**config.mk**
```make
export PLATFORM = sky130hd
export DESIGN_NAME = fifo_reader_flat
export DESIGN_NICKNAME = d
export VERILOG_FILES = /design/src/rtl/fifo_pkg.sv /design/src/rtl/fifo_reader_if.sv /design/src/rtl/fifo_reader_buf.sv /design/src/rtl/fifo_reader.sv /design/src/flat_wrapper.sv
export SDC_FILE = /design/constraint.sdc
export NUM_CORES = 1
export LEC_CHECK = 0
export BUFFER_PORTS_ARGS = -buffer_cell sky130_fd_sc_hd__buf_2
export CORE_AREA = 5 5 87 89
export DETAILED_ROUTE_END_ITERATION = 7
export DIE_AREA = 0 0 92 94
export PLACE_DENSITY_LB_ADDON = 0.3
export SYNTH_ARGS = -nofsm -noshare
export SYNTH_HDL_FRONTEND = slang
export SYNTH_SLANG_ARGS = --single-unit
```
**constraint.sdc**
```tcl
create_clock -name clk -period 2.57 [get_ports clk]
set_input_delay 0.257 -clock clk [delete_from_list [all_inputs] [get_ports clk]]
set_output_delay 0.257 -clock clk [all_outputs]
set_load 0.01 [all_outputs]
```
**src/rtl/fifo_pkg.sv**
```systemverilog
// Shared definitions for the synchronous FIFO and its read-side controller.
package fifo_pkg;

  localparam int DEF_FIFO_WIDTH = 16;
  localparam int DEF_FIFO_DEPTH = 16;

  typedef enum logic [1:0] {
    IDLE  = 2'd0,
    RUN   = 2'd1,
    FLUSH = 2'd2
  } rd_state_e;

endpackage

```
**src/rtl/fifo_reader_if.sv**
```systemverilog
// FIFO read port plus the valid/ready output stream of the reader.
// master = the reader, slave = the FIFO/consumer side.
interface fifo_reader_if
  import fifo_pkg::*;
#(
  parameter int FIFO_WIDTH = DEF_FIFO_WIDTH
) ();

  logic                  fifo_empty;
  logic                  fifo_underflow;
  logic [FIFO_WIDTH-1:0] fifo_data_out;
  logic                  fifo_rd_en;
  logic                  m_valid;
  logic [FIFO_WIDTH-1:0] m_data;
  logic                  m_ready;

  modport master (
    input  fifo_empty,
    input  fifo_underflow,
    input  fifo_data_out,
    input  m_ready,
    output fifo_rd_en,
    output m_valid,
    output m_data
  );

  modport slave (
    output fifo_empty,
    output fifo_underflow,
    output fifo_data_out,
    output m_ready,
    input  fifo_rd_en,
    input  m_valid,
    input  m_data
  );

endinterface

```
**src/rtl/fifo_reader_buf.sv**
```systemverilog
// Small circular buffer that absorbs the FIFO read latency.
// Write and pop in the same cycle are allowed, including when full.
module fifo_reader_buf #(
  parameter int W     = 16,
  parameter int DEPTH = 2,
  parameter int CW    = $clog2(DEPTH + 1)
) (
  input  logic          clk,
  input  logic          rst,
  input  logic          wr,
  input  logic [W-1:0]  wdata,
  input  logic          pop,
  output logic [W-1:0]  head,
  output logic [CW-1:0] cnt
);

  localparam int PW = (DEPTH > 1) ? $clog2(DEPTH) : 1;

  logic [W-1:0]  mem [DEPTH];
  logic [PW-1:0] rd_ptr_q, rd_ptr_d;
  logic [PW-1:0] wr_ptr_q, wr_ptr_d;
  logic [CW-1:0] cnt_q, cnt_d;
  logic          do_wr, do_pop;

  function automatic logic [PW-1:0] next_ptr(input logic [PW-1:0] p);
    return (p == PW'(DEPTH - 1)) ? '0 : p + 1'b1;
  endfunction

  // Next-state for pointers and occupancy; a write into a full buffer is
  // only taken when a pop frees the head slot in the same cycle.
  always_comb begin
    do_pop   = pop && (cnt_q != '0);
    do_wr    = wr && ((cnt_q < CW'(DEPTH)) || do_pop);
    rd_ptr_d = do_pop ? next_ptr(rd_ptr_q) : rd_ptr_q;
    wr_ptr_d = do_wr  ? next_ptr(wr_ptr_q) : wr_ptr_q;
    case ({do_wr, do_pop})
      2'b10:   cnt_d = cnt_q + 1'b1;
      2'b01:   cnt_d = cnt_q - 1'b1;
      default: cnt_d = cnt_q;
    endcase
  end

  // Control registers: pointers and count, cleared asynchronously.
  always_ff @(posedge clk or posedge rst) begin
    if (rst) begin
      rd_ptr_q <= '0;
      wr_ptr_q <= '0;
      cnt_q    <= '0;
    end else begin
      rd_ptr_q <= rd_ptr_d;
      wr_ptr_q <= wr_ptr_d;
      cnt_q    <= cnt_d;
    end
  end

  // Storage: data only, no reset needed since cnt gates visibility.
  always_ff @(posedge clk) begin
    if (do_wr) mem[wr_ptr_q] <= wdata;
  end

  assign head = mem[rd_ptr_q];
  assign cnt  = cnt_q;

endmodule

```
**src/rtl/fifo_reader.sv**
```systemverilog
// Read-side controller: issues FIFO reads, captures returned words one cycle
// later into a small buffer, and presents them on a valid/ready stream.
module fifo_reader
  import fifo_pkg::*;
#(
  parameter int FIFO_WIDTH = DEF_FIFO_WIDTH,
  parameter int BUF_DEPTH  = 2,
  parameter int CNT_W      = 32
) (
  input  logic             clk,
  input  logic             rst,
  input  logic             drain_en,
  fifo_reader_if.master    bus,
  output logic             busy,
  output logic [CNT_W-1:0] words_read,
  output logic             err_underflow
);

  localparam int             CW        = $clog2(BUF_DEPTH + 1);
  localparam logic [CW:0]    DEPTH_LIM = (CW + 1)'(BUF_DEPTH);

  rd_state_e             state_q, state_d;
  logic                  inflight_q, inflight_d;
  logic [CNT_W-1:0]      words_read_q, words_read_d;
  logic                  err_q, err_d;

  logic [CW-1:0]         buf_cnt;
  logic [FIFO_WIDTH-1:0] buf_head;
  logic                  m_valid;
  logic                  pop, wr, rd_en;
  logic [CW:0]           occ;

  fifo_reader_buf #(
    .W     (FIFO_WIDTH),
    .DEPTH (BUF_DEPTH),
    .CW    (CW)
  ) u_buf (
    .clk   (clk),
    .rst   (rst),
    .wr    (wr),
    .wdata (bus.fifo_data_out),
    .pop   (pop),
    .head  (buf_head),
    .cnt   (buf_cnt)
  );

  // Read issue: only request when the word already owed (buffered + in flight,
  // less the one leaving this cycle) still leaves room for another.
  always_comb begin
    m_valid = (buf_cnt != '0);
    pop     = m_valid && bus.m_ready;
    wr      = inflight_q && !bus.fifo_underflow;
    occ     = {1'b0, buf_cnt} + {{CW{1'b0}}, inflight_q} - {{CW{1'b0}}, pop};
    rd_en   = (state_q == RUN) && !bus.fifo_empty && (occ < DEPTH_LIM);
  end

  // FSM next state plus counter, in-flight flag and sticky error next values.
  always_comb begin
    state_d      = state_q;
    inflight_d   = rd_en;
    words_read_d = pop ? words_read_q + 1'b1 : words_read_q;
    err_d        = err_q | (inflight_q & bus.fifo_underflow);
    case (state_q)
      IDLE:    if (drain_en) state_d = RUN;
      RUN:     if (!drain_en) state_d = FLUSH;
      FLUSH: begin
        if (drain_en)                              state_d = RUN;
        else if (!inflight_q && (buf_cnt == '0))   state_d = IDLE;
      end
      default: state_d = IDLE;
    endcase
  end

  // Control state registers, cleared asynchronously.
  always_ff @(posedge clk or posedge rst) begin
    if (rst) begin
      state_q      <= IDLE;
      inflight_q   <= 1'b0;
      words_read_q <= '0;
      err_q        <= 1'b0;
    end else begin
      state_q      <= state_d;
      inflight_q   <= inflight_d;
      words_read_q <= words_read_d;
      err_q        <= err_d;
    end
  end

  assign bus.fifo_rd_en = rd_en;
  assign bus.m_valid    = m_valid;
  assign bus.m_data     = m_valid ? buf_head : '0;
  assign busy           = (state_q != IDLE);
  assign words_read     = words_read_q;
  assign err_underflow  = err_q;

endmodule

```
**src/flat_wrapper.sv**
```systemverilog
// flat-port wrapper written by rule: the top's interface ports become plain ports
module fifo_reader_flat import fifo_pkg::*;
#(
  parameter int FIFO_WIDTH = DEF_FIFO_WIDTH,
  parameter int BUF_DEPTH  = 2,
  parameter int CNT_W      = 32
)
  (clk, rst, drain_en, busy, words_read, err_underflow, bus_fifo_empty, bus_fifo_underflow, bus_fifo_data_out, bus_m_ready, bus_fifo_rd_en, bus_m_valid, bus_m_data);
  fifo_reader_if #(.FIFO_WIDTH(FIFO_WIDTH)) bus_i ();
  input  logic clk;
  input  logic rst;
  input  logic drain_en;
  output logic busy;
  output logic [CNT_W-1:0] words_read;
  output logic err_underflow;
  input wire logic [$bits(bus_i.fifo_empty)-1:0] bus_fifo_empty;
  input wire logic [$bits(bus_i.fifo_underflow)-1:0] bus_fifo_underflow;
  input wire logic [$bits(bus_i.fifo_data_out)-1:0] bus_fifo_data_out;
  input wire logic [$bits(bus_i.m_ready)-1:0] bus_m_ready;
  output wire logic [$bits(bus_i.fifo_rd_en)-1:0] bus_fifo_rd_en;
  output wire logic [$bits(bus_i.m_valid)-1:0] bus_m_valid;
  output wire logic [$bits(bus_i.m_data)-1:0] bus_m_data;
  assign bus_i.fifo_empty = bus_fifo_empty;
  assign bus_i.fifo_underflow = bus_fifo_underflow;
  assign bus_i.fifo_data_out = bus_fifo_data_out;
  assign bus_i.m_ready = bus_m_ready;
  assign bus_fifo_rd_en = bus_i.fifo_rd_en;
  assign bus_m_valid = bus_i.m_valid;
  assign bus_m_data = bus_i.m_data;
  fifo_reader #(.FIFO_WIDTH(FIFO_WIDTH), .BUF_DEPTH(BUF_DEPTH), .CNT_W(CNT_W)) u_core (.clk(clk), .rst(rst), .drain_en(drain_en), .bus(bus_i), .busy(busy), .words_read(words_read), .err_underflow(err_underflow));
endmodule
```
==> impl_metrics.json, run 1 <==
{
  "core_area_um2": 6680,
  "grt_remaining_overflow": 0,
  "grt_antenna_before_repair": 0,
  "synth_seq_area_share_pct": 62.8,
  "syn_inst": 237,
  "worstSetupStartpoint": "u_core.u_buf.cnt[1]",
  "period_share_pct": 96.4,
  "max_stage_delay_ps": 410,
  "start_kind": "flip-flop",
  "pin_count": 74,
  "drv_cap": 0,
  "r2r_start": "u_core.words_read[1]",
  "firstDrtPassIters": 4,
  "h-tree-depth": 3,
  "cp_num_buf_inv": 2,
  "wl_um": 6130,
  "fin_crit_ps": 2480,
  "layout.nets": 353,
  "routed_via_density": 5.08,
  "crit_path_cell_trace": "o21ai_4, inv_2, ha_4, nand2b_4, fa_2, xor2_1, nor4b_2, buf_2",
  "final_core_util_pct": 58.0,
  "rsz0062_at_grt": "yes",
  "synth.most_common_cell": "dfrtp_1",
  "place_congestion": 0.847,
  "fp-row-count": 30,
  "synth-main-ff-cell": "dfrtp_1",
  "fill_cells": 568,
  "fp.dieW_um": 92,
  "crit_type": "flip-flop to output port",
  "async_reset_ff_share_pct": 55.6,
  "p_leak_nw": 1.75,
  "grt_pass1_wl_um": 10100,
  "dp_hpwl_um": 4370,
  "dp.cells": 393,
  "grt_pass1_vias": 2169,
  "final_cell_area_um2": 3880,
  "num_antenna_cells": 0,
  "hold_path.class": "primary input to asynchronous set/reset pin",
  "r2r-end": "u_core.words_read[30]",
  "timing.hold.ws_ps": 48.0,
  "synth_fp_nets": 263,
  "status": "completed",
  "path_depth": 8,
  "root_buffer": "clkbuf_8",
  "regArea_um2": 1960,
  "placed_cell_area_um2": 3640,
  "hold_violations": 0,
  "clock-sinks": 72,
  "io_buffers": 73,
  "multi_input_area_um2": 1140,
  "fin_skew_ps": 9.74,
  "synth_common_cells": "dfrtp_1 (40), edfxtp_1 (32), xnor2_1 (29)",
  "yosys.area.top_type_share_pct": 32.0,
  "worstMarginPinSlew_ps": 582,
  "vias": 2091,
  "hold_buffers": 0,
  "synth.cell_area_um2": 3130,
  "wire_per_inst_um": 14.9,
  "drc": 0,
  "start_util_pct": 46.8,
  "power_density_nw_per_um2": 858,
  "synth_area_leaders": "dfrtp_1 (32%), edfxtp_1 (31%), xnor2_1 (8.1%), mux2i_1 (5.1%), nand4_1 (3.4%)",
  "yosysTopAreaCell": "dfrtp_1",
  "ys.warnings.count": 0,
  "worstSkewPairLatency_ps": 330,
  "clock_path_buffers": 2,
  "critical_path.slowest_cell": "dfrtp_1",
  "die_y_um": 94,
  "drt_iter0_drc": 77,
  "yosysUniqueCellTypes": 35,
  "synth_edf_count": 32,
  "die-area_um2": 8650,
  "slew-limit-headroom_pct": 60.9,
  "yosys_register_bits": 72,
  "syn_avg_cell_area_um2": 13.2,
  "cts_tree": "yes",
  "cpLargestDelayFamily": "adder cells",
  "setup_viol": 0,
  "vdd_drop_max_mv": 0.435,
  "clk_pin_slew_ps": 80,
  "grt_start_max_net_pins": 41,
  "area_delta_synth_final_pct": 24.0,
  "slew_viol_final": 0,
  "ant_nets": 0,
  "cts_made_buffers": 9,
  "max_freq_mhz": 404,
  "totalPowerFinal_mw": 3.33,
  "worstPathArrival_ps": 2220,
  "rr_worst_depth": 5,
  "grt_usage_pct": 14.9,
  "fin_cells": 412,
  "crit_required_ps": 2310,
  "drive_gt1_share_pct": 34.3,
  "critPathMaxFanout": 2,
  "reg2reg_slack_ps": 610,
  "critical_path.endpoint_type": "output port"
}
## registers in the layout, summed over array words and instances (netlist names)
name / count
u_core.u_buf.mem: 32
u_core.words_read: 32
u_core.state_q: 2
u_core.u_buf.cnt: 2
u_core.err_underflow: 1
u_core.inflight_q: 1
u_core.u_buf.rd_ptr_q: 1
u_core.u_buf.wr_ptr_q: 1
## kinds of logic after synthesis
| group | Yosys count | synth area share [%] |
|---|---|---|
| compound gates | 8 | 2.44 |
| xor+xnor | 37 | 10.4 |
| fa+ha+maj | 4 | 1.84 |
| buf+inv | 14 | 2.00 |
| flops | 72 | 62.8 |
| mux | 16 | 5.12 |
| simple gates | 86 | 15.5 |
## worst register-to-register path, delay by kind of cell (launching register included)
| kind | cells | cell delay (ps) |
|---|---|---|
| XOR/XNOR | 1 | 170 |
| adder cells (fa/ha/maj) | 1 | 230 |
| AND/OR/NAND/NOR | 3 | 1020 |
| flip-flops | 1 | 460 |
## how the worst max path moves through the flow
| stage | endpoint | slack (ps) |
|---|---|---|
| finish | bus_fifo_rd_en | 90 |
| global route | bus_fifo_rd_en | -20 |
| CTS | bus_fifo_rd_en | 20 |
| detailed placement | bus_fifo_rd_en | 230 |
| global placement | bus_fifo_rd_en | 280 |
| floorplan | bus_fifo_rd_en | 60 |
## through the flow
step | TNS (ps) | setup slack, ps
floorplan | 0 | 58.6
global placement | 0 | 283
detailed placement | 0 | 232
CTS | 0 | 17.5
global route | -24.8 | -24.8
finish | 0 | 91.8
## layout by cell type, fill, tap and decap left out, types with 2 or more instances in the layout
master      instances
nand2_1            14
clkinvlp_4          3
mux2i_1            16
nand4_1            17
nand3_1             6
dfrtp_1            40
inv_1               8
xnor2_1            29
nor4_4              2
clkinv_2            2
buf_2              73
nand2b_1            2
nor4_1              2
ha_1                2
and3_1              4
xor2_1              8
clkbuf_8            9
nor3_1              2
nor2_1             27
edfxtp_1           32
nor4_2              3
buf_4              11
## cell type report
cell class / count / share of cell area [%]
clock buffers: 9 / 3.20
inverters: 9 / 0.872
well taps: 80 / 2.58
repair buffers: 84 / 11.6
multi-input cells: 151 / 29.3
flip-flops and latches: 72 / 50.6
clock inverters: 7 / 1.84
## where the power goes
| group | leakage, nW | internal, mW | switching (mW) |
|---|---|---|---|
| combinational | 0.839 | 0.473 | 0.559 |
| clock | 0.0916 | 0.447 | 0.412 |
| sequential | 0.816 | 1.32 | 0.113 |
| total | 1.75 | 2.24 | 1.08 |
## per-layer routing
layer / part of all wire [%] / global-route usage [%] / up-vias
met4: 0.85 / 6.06 / 0
li1: - / - / 1020
met2: 46 / 24.2 / 55
met3: 6.5 / 4.25 / 4
met1: 46 / 18.9 / 1012
met5: 0 / 0 / -
## what timing repair did
item	4_1_cts	5_1_grt
setup endpoints to repair	1	1
pin swaps	4	3
hold endpoints to repair	0	0
setup buffers	2	1
resized for setup	4	0
Note: power is estimated with default switching activity, not from simulation.
==> run 2, diff against run 1 <==
--- a/config.mk
+++ b/config.mk
@@ -6,10 +6,11 @@
 export NUM_CORES = 1
 export LEC_CHECK = 0
 export BUFFER_PORTS_ARGS = -buffer_cell sky130_fd_sc_hd__buf_2
-export CORE_AREA = 5 5 87 89
+export CORE_AREA = 5 5 89 91
 export DETAILED_ROUTE_END_ITERATION = 7
-export DIE_AREA = 0 0 92 94
+export DIE_AREA = 0 0 94 96
 export PLACE_DENSITY_LB_ADDON = 0.3
 export SYNTH_ARGS = -nofsm -noshare
 export SYNTH_HDL_FRONTEND = slang
+export SYNTH_HIERARCHICAL = 1
 export SYNTH_SLANG_ARGS = --single-unit
==> impl_metrics.json, run 2 <==
{
  "status": "finished, violations left",
  "violations": "negative setup slack",
  "syn_inst": 241,
  "dp_hpwl_um": 4510,
  "drt_iter0_drc": 33,
  "async_reset_ff_share_pct": 55.6,
  "final_common_cell": "buf_2",
  "synth_seq_area_share_pct": 59.1,
  "yosysUniqueCellTypes": 42,
  "dp.cells": 413,
  "yosysTopAreaCell": "dfrtp_1",
  "clock_path_buffers": 2,
  "root_buffer": "clkbuf_8",
  "max_freq_mhz": 379,
  "crit_required_ps": 2310,
  "grt_pass1_wl_um": 10500,
  "final_core_util_pct": 57.4,
  "wl_um": 6440,
  "rsz0062_at_grt": "yes",
  "cts_made_buffers": 9,
  "synth-main-ff-cell": "dfrtp_1",
  "p_leak_nw": 1.92,
  "critical_path.endpoint_type": "output port",
  "setup_viol": 1,
  "clk_pin_slew_ps": 70,
  "core_area_um2": 7060,
  "yosys_register_bits": 72,
  "hold_path.class": "primary input to flip-flop",
  "io_buffers": 73,
  "fin_cells": 437,
  "crit_type": "flip-flop to output port",
  "layout.nets": 359,
  "drc": 0,
  "grt_pass1_vias": 2130,
  "timing.hold.ws_ps": 71.1,
  "yosys.area.top_type_share_pct": 30.1,
  "fin_ws_ps": -66.3,
  "synth_area_leaders": "dfrtp_1 (30%), edfxtp_1 (29%), xor2_1 (5.5%), xnor2_1 (4.2%), mux2_4 (4.1%)",
  "ys.warnings.count": 6,
  "final_cell_mix": "buf_2 (73), dfrtp_1 (39), edfxtp_1 (32)",
  "fp.dieW_um": 94,
  "vias": 2126,
  "die-area_um2": 9020,
  "synth.cell_area_um2": 3320,
  "critPathMaxFanout": 2,
  "synth_edf_count": 32,
  "fin_skew_ps": 10.4,
  "fill_cells": 609,
  "synth_fp_nets": 267,
  "wire_per_inst_um": 14.7,
  "fin_crit_ps": 2640,
  "clock-sinks": 72,
  "die_y_um": 96,
  "cts.repair.resized": 0,
  "drive_gt1_share_pct": 41.4,
  "firstDrtPassIters": 4,
  "hold_violations": 0,
  "vdd_drop_max_mv": 0.350,
  "ant_nets": 0,
  "synth.most_common_cell": "dfrtp_1",
  "drv_cap": 0,
  "cts_tree": "yes",
  "fp-row-count": 31,
  "routed_via_density": 4.86,
  "h-tree-depth": 3,
  "grt_remaining_overflow": 0,
  "grt_usage_pct": 15.5,
  "pin_count": 74,
  "worstSkewPairLatency_ps": 340,
  "num_antenna_cells": 0,
  "synth_common_cells": "dfrtp_1 (40), edfxtp_1 (32), xor2_1 (21)",
  "worstMarginPinSlew_ps": 655,
  "totalPowerFinal_mw": 3.30,
  "slew_viol_final": 0,
  "grt_antenna_before_repair": 0,
  "syn_avg_cell_area_um2": 13.8,
  "period_share_pct": 103,
  "start_util_pct": 47.0,
  "worstPathArrival_ps": 2380,
  "pre_cts_ws_ps": 139,
  "grt_start_max_net_pins": 37,
  "power_density_nw_per_um2": 816,
  "area_delta_synth_final_pct": 22.0,
  "place_congestion": 0.771,
  "slew-limit-headroom_pct": 56.0,
  "start_kind": "flip-flop"
}
## run 2: path summary, 6_finish.rpt
check | slack, ps | to | depth (start not counted) | from
max in group asynchronous | 1630 | u_core/words_read[19] | 4 | rst
hold reg to reg | 460 | u_core/err_underflow | 1 | u_core/err_underflow
setup reg to reg | 140 | u_core/inflight_q | 12 | u_core/u_buf/cnt[0]
hold / removal | 70 | u_core/state_q[1] | 2 | drain_en
min in group asynchronous | 390 | u_core/u_buf/rd_ptr_q | 3 | rst
setup / recovery | -70 | bus_fifo_rd_en | 8 | u_core/u_buf/cnt[0]
## run 2: cells by family after synthesis
group           count (synthesis)  share of synthesized area, %
simple gates                   86                          17.3
flops                          72                          59.1
xor+xnor                       37                          9.76
buf+inv                        17                          3.58
mux                            17                          6.78
compound gates                  8                          1.77
fa+ha+maj                       4                          1.73
## run 2: power by group
part           switching, mW  total (mW)  leakage, nW  internal (mW)
clock                  0.394       0.760       0.0879          0.365
combinational          0.541        1.11         1.02          0.570
sequential             0.114        1.43        0.809           1.32
## run 2: layout make-up
cell class / instances / area (um2) / share of cell area, %
repair buffers: 90 / 495 / 12.2
multi-input cells: 152 / 1270 / 31.4
clock inverters: 5 / 22.5 / 0.556
inverters: 8 / 30.0 / 0.741
clock buffers: 11 / 141 / 3.49
flip-flops and latches: 72 / 1960 / 48.5
well taps: 99 / 124 / 3.06
## run 2: per-stage QoR
| stage | area [um2] | TNS (ps) |
|---|---|---|
| 2_1_floorplan | 3380 | -8.95 |
| 3_3_place_gp | 3820 | 0 |
| 3_5_place_dp | 3820 | 0 |
| 4_1_cts | 4050 | -104 |
| 5_1_grt | 4050 | -185 |
| 6_report | 4050 | -66.3 |
## run 2: timing repair
action | in CTS | in global routing
endpoints found under the setup margin | 1 | 2
buffers inserted | 7 | 1
endpoints found under the hold margin | 4 | 0
hold buffers | 1 | 0
pin swaps | 3 | 0
## run 2: critical path, stage by stage, from the launching register on
cell and delay [ps]:
dfrtp_1 380, or2_4 250, and2_4 150, ha_4 200
nand2b_4 130, fa_2 330, xor2_1 150, nor4b_2 270
buf_2 180
## run 2: layer usage
layer | track usage (%) | share of wire, % | up-vias
met5 | 0 | 0 | -
met4 | 5.78 | 1.1 | 0
met3 | 5.47 | 6.3 | 6
met2 | 24.0 | 47 | 65
met1 | 20.0 | 45 | 1029
li1 | - | - | 1026
